==> src/rtl/regfile_debug_arbiter_pkg.sv <==
// Shared types and constants for the register-file debug arbiter.
package regfile_debug_arbiter_pkg;

  localparam int DEF_ADDR_W = 6;
  localparam int DEF_DATA_W = 32;

  // Five-stage core: once fetch/decode is frozen, the decode, execute and
  // memory stages may still hold instructions that have to reach writeback.
  localparam int PIPE_STAGES = 5;
  localparam int DRAIN_DEPTH = PIPE_STAGES - 2;

  typedef enum logic [1:0] {
    ST_RUN    = 2'd0,
    ST_DRAIN  = 2'd1,
    ST_ACCESS = 2'd2,
    ST_RESP   = 2'd3
  } arb_state_e;

  // Counter width able to hold (depth - 1), never narrower than one bit.
  function automatic int drain_count_width(input int depth);
    return (depth < 3) ? 1 : $clog2(depth);
  endfunction

endpackage

==> src/rtl/regfile_debug_drain_counter.sv <==
// Down-counter that sets the pipeline drain hold time before a debug access.
module regfile_debug_drain_counter #(
  parameter int WIDTH = 2
) (
  input  logic             clock,
  input  logic             reset,
  input  logic             load,
  input  logic [WIDTH-1:0] load_value,
  input  logic             decrement,
  output logic             zero
);

  logic [WIDTH-1:0] count;

  always_ff @(posedge clock) begin
    if (reset) begin
      count <= '0;
    end else if (load) begin
      count <= load_value;
    end else if (decrement && (count != '0)) begin
      count <= count - 1'b1;
    end
  end

  assign zero = (count == '0);

endmodule

==> src/rtl/regfile_debug_arbiter.sv <==
// Shares the register-file ports between the core and a debug host port.
// Build option: REGFILE_DEBUG_ARBITER_BURST_EN chains queued debug requests without re-draining.
//
// state  | meaning
// RUN    | core owns the register file, no debug activity
// DRAIN  | core front end held, in-flight instructions retire through writeback
// ACCESS | one-cycle debug read/write; core writes blocked
// RESP   | response presented to host, core still held
module regfile_debug_arbiter
  import regfile_debug_arbiter_pkg::*;
#(
  parameter int ADDR_W       = DEF_ADDR_W,
  parameter int DATA_W       = DEF_DATA_W,
  parameter int DRAIN_CYCLES = DRAIN_DEPTH
) (
  input  logic              clock,
  input  logic              reset,

  input  logic [ADDR_W-1:0] core_read_address_1,
  input  logic [ADDR_W-1:0] core_read_address_2,
  input  logic [ADDR_W-1:0] core_write_address,
  input  logic [DATA_W-1:0] core_write_value,
  input  logic              core_write_enable,
  output logic [DATA_W-1:0] core_read_value_1,
  output logic [DATA_W-1:0] core_read_value_2,
  output logic              core_hold,

  output logic [ADDR_W-1:0] rf_read_address_1,
  output logic [ADDR_W-1:0] rf_read_address_2,
  output logic [ADDR_W-1:0] rf_write_address,
  output logic [DATA_W-1:0] rf_write_value,
  output logic              rf_write_enable,
  input  logic [DATA_W-1:0] rf_read_value_1,
  input  logic [DATA_W-1:0] rf_read_value_2,

  input  logic              dbg_req_valid,
  output logic              dbg_req_ready,
  input  logic              dbg_req_write,
  input  logic [ADDR_W-1:0] dbg_req_address,
  input  logic [DATA_W-1:0] dbg_req_wdata,
  output logic              dbg_resp_valid,
  input  logic              dbg_resp_ready,
  output logic [DATA_W-1:0] dbg_resp_rdata
);

  localparam int CNT_W = drain_count_width(DRAIN_CYCLES);
  localparam logic [CNT_W-1:0] DRAIN_LOAD = CNT_W'(DRAIN_CYCLES - 1);

  arb_state_e state;
  arb_state_e state_next;
  logic       drain_load;
  logic       drain_zero;

  regfile_debug_drain_counter #(
    .WIDTH(CNT_W)
  ) u_drain_counter (
    .clock      (clock),
    .reset      (reset),
    .load       (drain_load),
    .load_value (DRAIN_LOAD),
    .decrement  (state == ST_DRAIN),
    .zero       (drain_zero)
  );

  always_ff @(posedge clock) begin
    if (reset) begin
      state <= ST_RUN;
    end else begin
      state <= state_next;
    end
  end

  always_comb begin
    state_next = state;
    drain_load = 1'b0;
    case (state)
      ST_RUN: begin
        if (dbg_req_valid) begin
          state_next = ST_DRAIN;
          drain_load = 1'b1;
        end
      end
      ST_DRAIN: begin
        if (drain_zero) begin
          state_next = ST_ACCESS;
        end
      end
      ST_ACCESS: begin
        state_next = ST_RESP;
      end
      ST_RESP: begin
        if (dbg_resp_ready) begin
`ifdef REGFILE_DEBUG_ARBITER_BURST_EN
          // Pipeline is already empty, so a queued request skips the drain.
          state_next = dbg_req_valid ? ST_ACCESS : ST_RUN;
`else
          state_next = ST_RUN;
`endif
        end
      end
      default: begin
        state_next = ST_RUN;
      end
    endcase
  end

  // Port steering: the core owns every port except during ACCESS.
  always_comb begin
    rf_read_address_1 = core_read_address_1;
    rf_read_address_2 = core_read_address_2;
    rf_write_address  = core_write_address;
    rf_write_value    = core_write_value;
    rf_write_enable   = core_write_enable;
    core_hold         = (state != ST_RUN);
    dbg_req_ready     = 1'b0;
    dbg_resp_valid    = (state == ST_RESP);
    if (state == ST_ACCESS) begin
      rf_read_address_1 = dbg_req_address;
      rf_write_address  = dbg_req_address;
      rf_write_value    = dbg_req_wdata;
      // A reset landing on the access cycle drops the transaction entirely.
      rf_write_enable   = dbg_req_write && !reset;
      dbg_req_ready     = 1'b1;
    end
  end

  assign core_read_value_1 = rf_read_value_1;
  assign core_read_value_2 = rf_read_value_2;

  always_ff @(posedge clock) begin
    if (reset) begin
      dbg_resp_rdata <= '0;
    end else if (state == ST_ACCESS) begin
      dbg_resp_rdata <= dbg_req_write ? '0 : rf_read_value_1;
    end
  end

endmodule

==> config.mk <==
export PLATFORM = sky130hd
export DESIGN_NAME = regfile_debug_arbiter
export DESIGN_NICKNAME = d
export VERILOG_FILES = /design/src/rtl/regfile_debug_arbiter_pkg.sv /design/src/rtl/regfile_debug_drain_counter.sv /design/src/rtl/regfile_debug_arbiter.sv
export SDC_FILE = /design/constraint.sdc
export NUM_CORES = 1
export LEC_CHECK = 0
export CORE_AREA = 2 2 119 121
export CTS_CLUSTER_SIZE = 28
export DETAILED_ROUTE_END_ITERATION = 8
export DIE_AREA = 0 0 121 123
export GPL_TIMING_DRIVEN = 0
export SYNTH_ARGS = -nofsm -noshare
export SYNTH_HDL_FRONTEND = slang
export SYNTH_SLANG_ARGS = --single-unit
export TNS_END_PERCENT = 50
==> constraint.sdc <==
create_clock -name clock -period 1.81 [get_ports clock]
set_clock_uncertainty 0.2 [all_clocks]
set_input_delay 0.362 -clock clock [delete_from_list [all_inputs] [get_ports clock]]
set_output_delay 0.362 -clock clock [all_outputs]
set_load 0.05 [all_outputs]
==> run metrics, run 1 <==
outcome=complete, but fails checks; failing checks=setup timing; depth of the CTS H-tree=2; Reg power frac=0.134; Psw=3480 µW; first-pass GRT wire length=between 15,000 and 20,000 µm; area post-placement=5770 µm²; CTS Root Cell=clkbuf_16; Crit path max-delay family=buffers and inverters; clock network fraction of total power=0.127; drt pass-1 iters=4; Synthesized Nets=475; number of nets in the layout=about 760; reg2reg start=state[0]; Initial DRC Count=between 50 and 60; detailed placer's ending HPWL=about 9600 µm; crit path buf inv count=4; CP max-delay cell=dfxtp_4; # DRC=0; Crit Path Class=reg2out; endpoints failing hold=0; cell area after synthesis=around 2500 µm²; Total Wirelength=approximately 12,000 µm; max-slew violations=0; Hold Crit Depth=2; Mapped Avg Cell Area=8.16 µm²; Reg2Reg Setup Slack=-10 ps; f_max=0.451 GHz; minimum clock period=2220 ps; PortBufs=268; ANT cells=0; Die ar.=14,900 µm²; Worst EP required=1250 ps; IO Pins=a little over 300; Initial Utilization=0.186; total track usage=0.154; share of layout cells above drive strength 1=0.428; vias in the first global route=3,181; CTS tree=done; RSZ-0062 raised after global routing=yes; worst hold slack=102 ps; end of the worst register-to-register path=dbg_resp_rdata[9]; static leakage=0.00289 µW; Core ar.=13,600 µm²; arrival time worst endpoint=around 1700 ps; CP most frequent cell=buf_12; Seq/Total Area, Yosys=0.284; GRT overflow=0; MaxCap Viol Count=0; via count=around 3,100; antenna violations before repair=1; wire length per cell=15.8 µm; CTS Sinks=36; min-delay src=reset; Least-Margin Pin Slew=534 ps; CTS Buffer Depth=2; Die Y=around 120 µm; Combinational Power Share=0.739; FF+latch count, synth=36; Crit path largest cell delay=360 ps; worst setup margin=-407 ps; total power=7280 µW; CP endpoint kind=primary output; period utilisation layout=1.22; Vias per Instance=3.99; Max IR drop VDD=between 400 and 500 µV; crit-path cells=inv_4 > ha_4 > buf_12 > buf_12 > mux2_4 > buf_6; largest net degree at the start of global routing=11; Yosys cell types=24; crit-path max FO=10; Final setup viols=50; Worst Hold End=dbg_resp_rdata[30]; area grow syn2layout=145%; post-layout util=0.457; post-route cell area=6220 µm²; post-route setup TNS=-16,460 ps; total CTS buffers=5; Die Width=121 µm; CP Launch Type=flop; Routability Congestion=0.749; Max-Slew Margin vs Limit=0.646; Syn. warnings=0; Sw Ratio=0.479; clk_lat worst skew=280 ps; # rows=43; clock slew at reported path FFs=60 ps; Detail Route Antenna Nets=0; Fillers=1,358; PwrDens=1170 nW/µm²; R2R depth=8; worst min-delay path category=in2reg; Mapped Cells=311; P_int=3800 µW
[state kept, by name, summed over array words and instances (netlist names)]
signal / flops
dbg_resp_rdata: 32
state: 2
u_drain_counter.count: 2
[metrics by stage]
stage / instances / setup slack, ps
final: 778 / -407
after global routing: 778 / -460
after CTS: 778 / -408
after detailed placement: 759 / -866
after global placement: 759 / -851
after floorplan: 311 / -121
[final cells by class]
cell class | instances | area (µm²) | area share
Buffer | 86 | 727 | 0.117
Sequential cell | 36 | 728 | 0.117
Clock buffer | 7 | 153 | 0.0245
Multi-Input combinational cell | 170 | 1560 | 0.251
Tap cell | 180 | 225 | 0.0362
Timing Repair Buffer | 280 | 2750 | 0.442
Inverter | 19 | 73.8 | 0.0119
[power by group through the flow]
stage / clock (µW) / combinational, µW / sequential, µW
floorplan: 0 / 2990 / 1240
global placement: 0 / 4690 / 978
detailed placement: 0 / 4700 / 983
CTS: 967 / 5270 / 970
global route: 1000 / 5600 / 990
finish: 928 / 5380 / 973
[worst reg2reg max path: cells and delay by family (launching register included)]
kind	cells	cell delay (ps)
buffers and inverters	4	490
DFF	1	370
and+or+nand+nor	2	290
adders and majority gates	1	180
AOI/OAI and AO/OA	1	160
[synthesized netlist by cell type]
master | instances | area share
buf_4 | 71 | 0.21
dfxtp_1 | 36 | 0.28
nor2b_1 | 34 | 0.084
a21oi_1 | 33 | 0.065
mux2_2 | 33 | 0.15
nor2_1 | 31 | 0.046
inv_1 | 19 | 0.028
o21ai_0 | 12 | 0.024
nand2_1 | 10 | 0.015
buf_2 | 6 | 0.012
ha_1 | 6 | 0.030
clkbuf_1 | 5 | 0.0074
buf_6 | 4 | 0.018
and2b_1 | 1 | 0.0030
and3_1 | 1 | 0.0025
mux2i_1 | 1 | 0.0039
nand2b_1 | 1 | 0.0025
nand3b_1 | 1 | 0.0030
nor3_1 | 1 | 0.0020
o21bai_1 | 1 | 0.0030
o22ai_1 | 1 | 0.0025
o31ai_1 | 1 | 0.0030
or4_1 | 1 | 0.0030
xnor2_1 | 1 | 0.0035
[worst max path at each step]
stage               startpoint                    to  cells past startpoint
finish                state[0]     rf_write_value[6]                      6
detailed placement    state[0]   rf_write_address[0]                      7
CTS                   state[0]    rf_write_value[24]                      6
global placement      state[0]  rf_read_address_1[4]                      7
floorplan             state[0]    rf_write_value[10]                      5
global route          state[0]    rf_write_value[22]                      6
[cells by family (layout without fill, tap and decap cells)]
logic type,count (synthesis),count (layout),share of synthesized area
AO/OA/AOI/OAI,48,48,0.0971
XOR/XNOR,1,1,0.00345
adder cells (fa/ha/maj),6,6,0.0296
buffers and inverters,105,392,0.275
flip-flops,36,36,0.284
multiplexers,34,34,0.150
AND/OR/NAND/NOR,81,81,0.160
[cells in the final DEF, fill, tap and decap left out, types with 6 or more instances in the layout]
cell               n
clkdlybuf4s50_1  153
buf_4            111
buf_6             45
nor2b_1           34
dfxtp_1           34
mux2_4            32
dlygate4sd2_1     32
nor2_1            31
a21oi_1           23
inv_1             17
o21ai_4           12
a21oi_2           10
buf_8              7
buf_12             7
nand2_8            6
[per-layer routing]
metal  wire length (µm)  share of wire  global-route usage  vias to the layer above
met5                 16         0.0013                   0                        -
met4                150          0.012              0.0363                        2
met3               1350           0.11              0.0613                       11
met2               6120           0.50               0.273                      172
met1               4660           0.38               0.172                     1417
li1                   -              -                   -                     1506
[repair_timing]
item | 4_1_cts | 5_1_grt
hold buffers | 0 | 0
gates resized for setup | 495 | 31
endpoints found under the setup margin | 112 | 86
pin swaps | 1 | 0
setup buffers | 11 | 0
cloned | 1 | 0
Note: power is estimated with default switching activity, not from simulation.
==> run 2: changes to the inputs <==
--- a/config.mk
+++ b/config.mk
@@ -5,10 +5,12 @@
 export SDC_FILE = /design/constraint.sdc
 export NUM_CORES = 1
 export LEC_CHECK = 0
-export CORE_AREA = 2 2 119 121
+export CORE_AREA = 2 2 120 122
 export CTS_CLUSTER_SIZE = 28
 export DETAILED_ROUTE_END_ITERATION = 8
-export DIE_AREA = 0 0 121 123
+export DIE_AREA = 0 0 122 124
+export DONT_BUFFER_PORTS = 1
+export GPL_ROUTABILITY_DRIVEN = 0
 export GPL_TIMING_DRIVEN = 0
 export SYNTH_ARGS = -nofsm -noshare
 export SYNTH_HDL_FRONTEND = slang
==> run metrics, run 2 (synthesis results as in run 1) <==
Least-Margin Pin Slew=583 ps; Final setup viols=45; arrival time worst endpoint=1770 ps; failing checks=setup timing; area grow syn2layout=40.7%; total CTS buffers=5; Vias per Instance=4.15; worst min-delay path category=in2reg; depth of the CTS H-tree=2; PortBufs=0; PwrDens=around 1700 nW/µm²; RSZ-0062 raised after global routing=yes; Max-Slew Margin vs Limit=0.611; leading cell types in the layout, fill and taps excluded=80 x buf_4, 34 x nor2b_1, 34 x dfxtp_1; # hold bufs at CTS=0; Die ar.=about 15,000 µm²; Top reg by flops=dbg_resp_rdata; total power=6040 µW; CTS Buffer Depth=2; worst hold slack=14.4 ps; Fillers=1,425; CP Launch Type=flop; minimum clock period=2330 ps; Place WS=-347 ps; clk_lat worst skew=290 ps; Max IR drop VDD=about 390 µV; GRT overflow=0; # rows=43; detailed placer's ending HPWL=6900 µm; Die Y=approximately 120 µm; CP endpoint kind=primary output; vias in the first global route=2,039; max-slew violations=0; f_max=0.429 GHz; antenna violations before repair=0; via count=approximately 2,100; ANT cells=0; Regs by FF count=dbg_resp_rdata (32), state (2), u_drain_counter.count (2); period utilisation layout=1.29; worst setup margin=-523 ps; CTS tree=done; Worst EP required=1250 ps; Initial Utilization=0.185; Initial DRC Count=32; wire length per cell=17.1 µm; Total Wirelength=between 8000 and 9000 µm; Core ar.=around 14,000 µm²; total track usage=0.100; Detail Route Antenna Nets=0; endpoints failing hold=0; CTS Root Cell=clkbuf_16; outcome=complete, but fails checks; max reg flops=32; clock slew at reported path FFs=60 ps; first-pass GRT wire length=11,000 µm; Crit Path Class=reg2out; static leakage=0.00159 µW; MaxCap Viol Count=0; number of nets in the layout=498; most common cell after layout, fill and taps aside=buf_4; # DRC=0; crit-path max FO=10; CTS Sinks=36; share of layout cells above drive strength 1=0.487; IO Pins=~310; drt pass-1 iters=4; largest net degree at the start of global routing=11; Die Width=122 µm
## run 2: final timing paths
kind / from / end / slack [ps] / cells after the start
max: state[0] / rf_write_value[8] / -520 / 5
min reg2reg: state[1] / state[1] / 310 / 2
max reg2reg: state[0] / dbg_resp_rdata[8] / 0 / 6
min: rf_read_value_1[31] / dbg_resp_rdata[31] / 10 / 2
## run 2: timing repair
| action | CTS | global route |
|---|---|---|
| setup buffers | 13 | 1 |
| gates resized for setup | 31 | 2 |
| setup endpoints to repair | 56 | 76 |
| pin swaps | 7 | 6 |
| gates cloned | 2 | 0 |
## run 2: layer usage
metal / track usage / routed length (µm) / share of wire
met1: 0.104 / 3080 / 0.35
met2: 0.188 / 4730 / 0.54
met3: 0.0339 / 843 / 0.096
met4: 0.0374 / 136 / 0.015
met5: 0 / 0 / 0
## run 2: critical path, cell delays in order (launching register included)
cell	delay, ps
dfxtp_4	350
inv_4	60
ha_4	300
buf_12	210
buf_12	150
mux2_4	390
## run 2: power breakdown
group | switching [µW] | internal [µW] | total (µW)
Combinational | 2460 | 1440 | 3900
Sequential | 342 | 908 | 1250
Clock | 343 | 550 | 892
Total | 3150 | 2900 | 6040
## run 2: stage by stage
stage | instance area (µm²) | cells | TNS, ps | utilization
after floorplan | 2860 | 311 | -4910 | -
after global placement | 3090 | 491 | -12450 | 0.225
after detailed placement | 3090 | 491 | -13500 | 0.225
after CTS | 3560 | 514 | -23370 | 0.259
after global routing | 3570 | 515 | -26140 | 0.260
final | 3570 | 515 | -21940 | 0.260
## run 2: final cells by class
| class | count | area, µm² | area share |
|---|---|---|---|
| timing repair buffer | 16 | 210 | 0.0589 |
| sequential | 36 | 726 | 0.203 |
| buffer | 86 | 718 | 0.201 |
| clock buffer | 8 | 146 | 0.0410 |
| tap | 180 | 225 | 0.0631 |
| inverter | 19 | 77.6 | 0.0217 |
| multi-input combinational | 170 | 1470 | 0.411 |
==> run 3: changes to the inputs <==
--- a/config.mk
+++ b/config.mk
@@ -12,6 +12,7 @@
 export DONT_BUFFER_PORTS = 1
 export GPL_ROUTABILITY_DRIVEN = 0
 export GPL_TIMING_DRIVEN = 0
+export SKIP_LAST_GASP = 1
 export SYNTH_ARGS = -nofsm -noshare
 export SYNTH_HDL_FRONTEND = slang
 export SYNTH_SLANG_ARGS = --single-unit
==> run metrics, run 3 (synthesis results as in run 1) <==
outcome=complete, but fails checks; Crit path max-delay family=buffers and inverters; share of layout cells above drive strength 1=0.476; PwrDens=1690 nW/µm²; crit-path max FO=10; minimum clock period=2330 ps; Worst EP required=1250 ps; crit-path cells=inv_4 > ha_4 > buf_12 > buf_12 > mux2_4; clk_lat worst skew=290 ps; CTS Root Cell=clkbuf_16; placed cells=between 400 and 500; CP Launch Type=flop; Core ar.=approximately 14,000 µm²; static leakage=0.00156 µW; CTS Sinks=36; Regs by FF count=dbg_resp_rdata (32), state (2), u_drain_counter.count (2); worst min-delay path category=in2reg; Max-Slew Margin vs Limit=0.612; GRT overflow=0; Die Width=~120 µm; IO Pins=308; Detail Route Antenna Nets=0; antenna violations before repair=0; Final setup viols=49; via count=around 2,100; Met1 Wirelength=3160 µm; worst setup margin=-524 ps; number of nets in the layout=497; drt pass-1 iters=4; Psw=3120 µW; max-slew violations=0; Initial Utilization=0.185; period utilisation layout=1.29; arrival time worst endpoint=approximately 1800 ps; top layer in use=met4; P_int=2810 µW; CTS tree=done; met3 wire len=838 µm; CTS Buffer Depth=2; # hold bufs at CTS=0; RSZ-0062 raised after global routing=yes; first-pass GRT wire length=10,900 µm; f_max=0.429 GHz; Combinational Power Share=0.639; post-route cell area=between 3000 and 4000 µm²; Total Wirelength=a little under 9000 µm; endpoints failing hold=0; PortBufs=0; Crit path largest cell delay=between 300 and 400 ps; area grow syn2layout=38.5%; max reg flops=32; MaxCap Viol Count=0; CP most frequent cell=buf_12; Cell Count, Final, Fillers Out=between 500 and 600; Initial DRC Count=46; Sw Ratio=0.526; failing checks=setup timing; CP endpoint kind=primary output; Die ar.=15,100 µm²; total CTS buffers=5; clock slew at reported path FFs=60 ps; CP max-delay cell=mux2_4; wire length per cell=17.0 µm; Top reg by flops=dbg_resp_rdata; detailed placer's ending HPWL=around 7000 µm; Reg power frac=0.211; largest net degree at the start of global routing=11; depth of the CTS H-tree=2; area post-placement=3090 µm²; post-route setup TNS=-22,290 ps; Max IR drop VDD=389 µV; vias in the first global route=2,019; leading cell types in the layout, fill and taps excluded=80 x buf_4, 34 x nor2b_1, 34 x dfxtp_1; most common cell after layout, fill and taps aside=buf_4; # DRC=0; Vias per Instance=between 4 and 5; met2 WL=4580 µm; ANT cells=0; clock network fraction of total power=0.151; # rows=43; Least-Margin Pin Slew=582 ps; Crit Path Class=reg2out; Die Y=about 120 µm; crit path buf inv count=3; total track usage=0.0992
run 3: worst paths after layout:
kind	from	depth (start not counted)	slack [ps]	to
hold reg to reg	state[1]	2	310	state[1]
setup / recovery	state[0]	5	-520	rf_write_value[8]
setup reg to reg	state[0]	5	-140	state[0]
hold / removal	rf_read_value_1[0]	2	10	dbg_resp_rdata[0]
run 3: stage by stage:
stage,setup WS (ps),hold slack (ps),power (µW),util
2_1_floorplan,-121,272,4230,-
3_3_place_gp,-302,285,4520,0.225
3_5_place_dp,-347,300,4570,0.225
4_1_cts,-556,2.14,6040,0.256
5_1_grt,-588,6.87,6200,0.256
6_report,-524,14.5,5930,0.256
run 3: layer usage:
metal  vias up  GRT usage
met3        10     0.0339
li1        966          -
met5         -          0
met4         0     0.0438
met2       160      0.179
met1       994      0.104
run 3: final cells by class:
type | count | area (µm²)
Clock buffer | 8 | 146
Fill cell | 1427 | 10200
Buffer | 85 | 693
Sequential cell | 36 | 726
Inverter | 19 | 73.8
Multi-Input combinational cell | 170 | 1440
Timing Repair Buffer | 16 | 210
Tap cell | 180 | 225
run 3: power by group through the flow:
| stage | Clock (µW) | Combinational, µW | Sequential, µW |
|---|---|---|---|
| 3_3_place_gp | 0 | 3260 | 1260 |
| 6_report | 894 | 3790 | 1250 |
| 4_1_cts | 947 | 3840 | 1250 |
| 5_1_grt | 975 | 3970 | 1260 |
| 3_5_place_dp | 0 | 3320 | 1260 |
| 2_1_floorplan | 0 | 2990 | 1240 |
run 3: timing repair:
action                     in CTS  in global routing
setup endpoints to repair      56                 78
pin swaps                       7                  5
gates cloned                    2                  0
buffers inserted               13                  1
gates resized for setup        21                  2
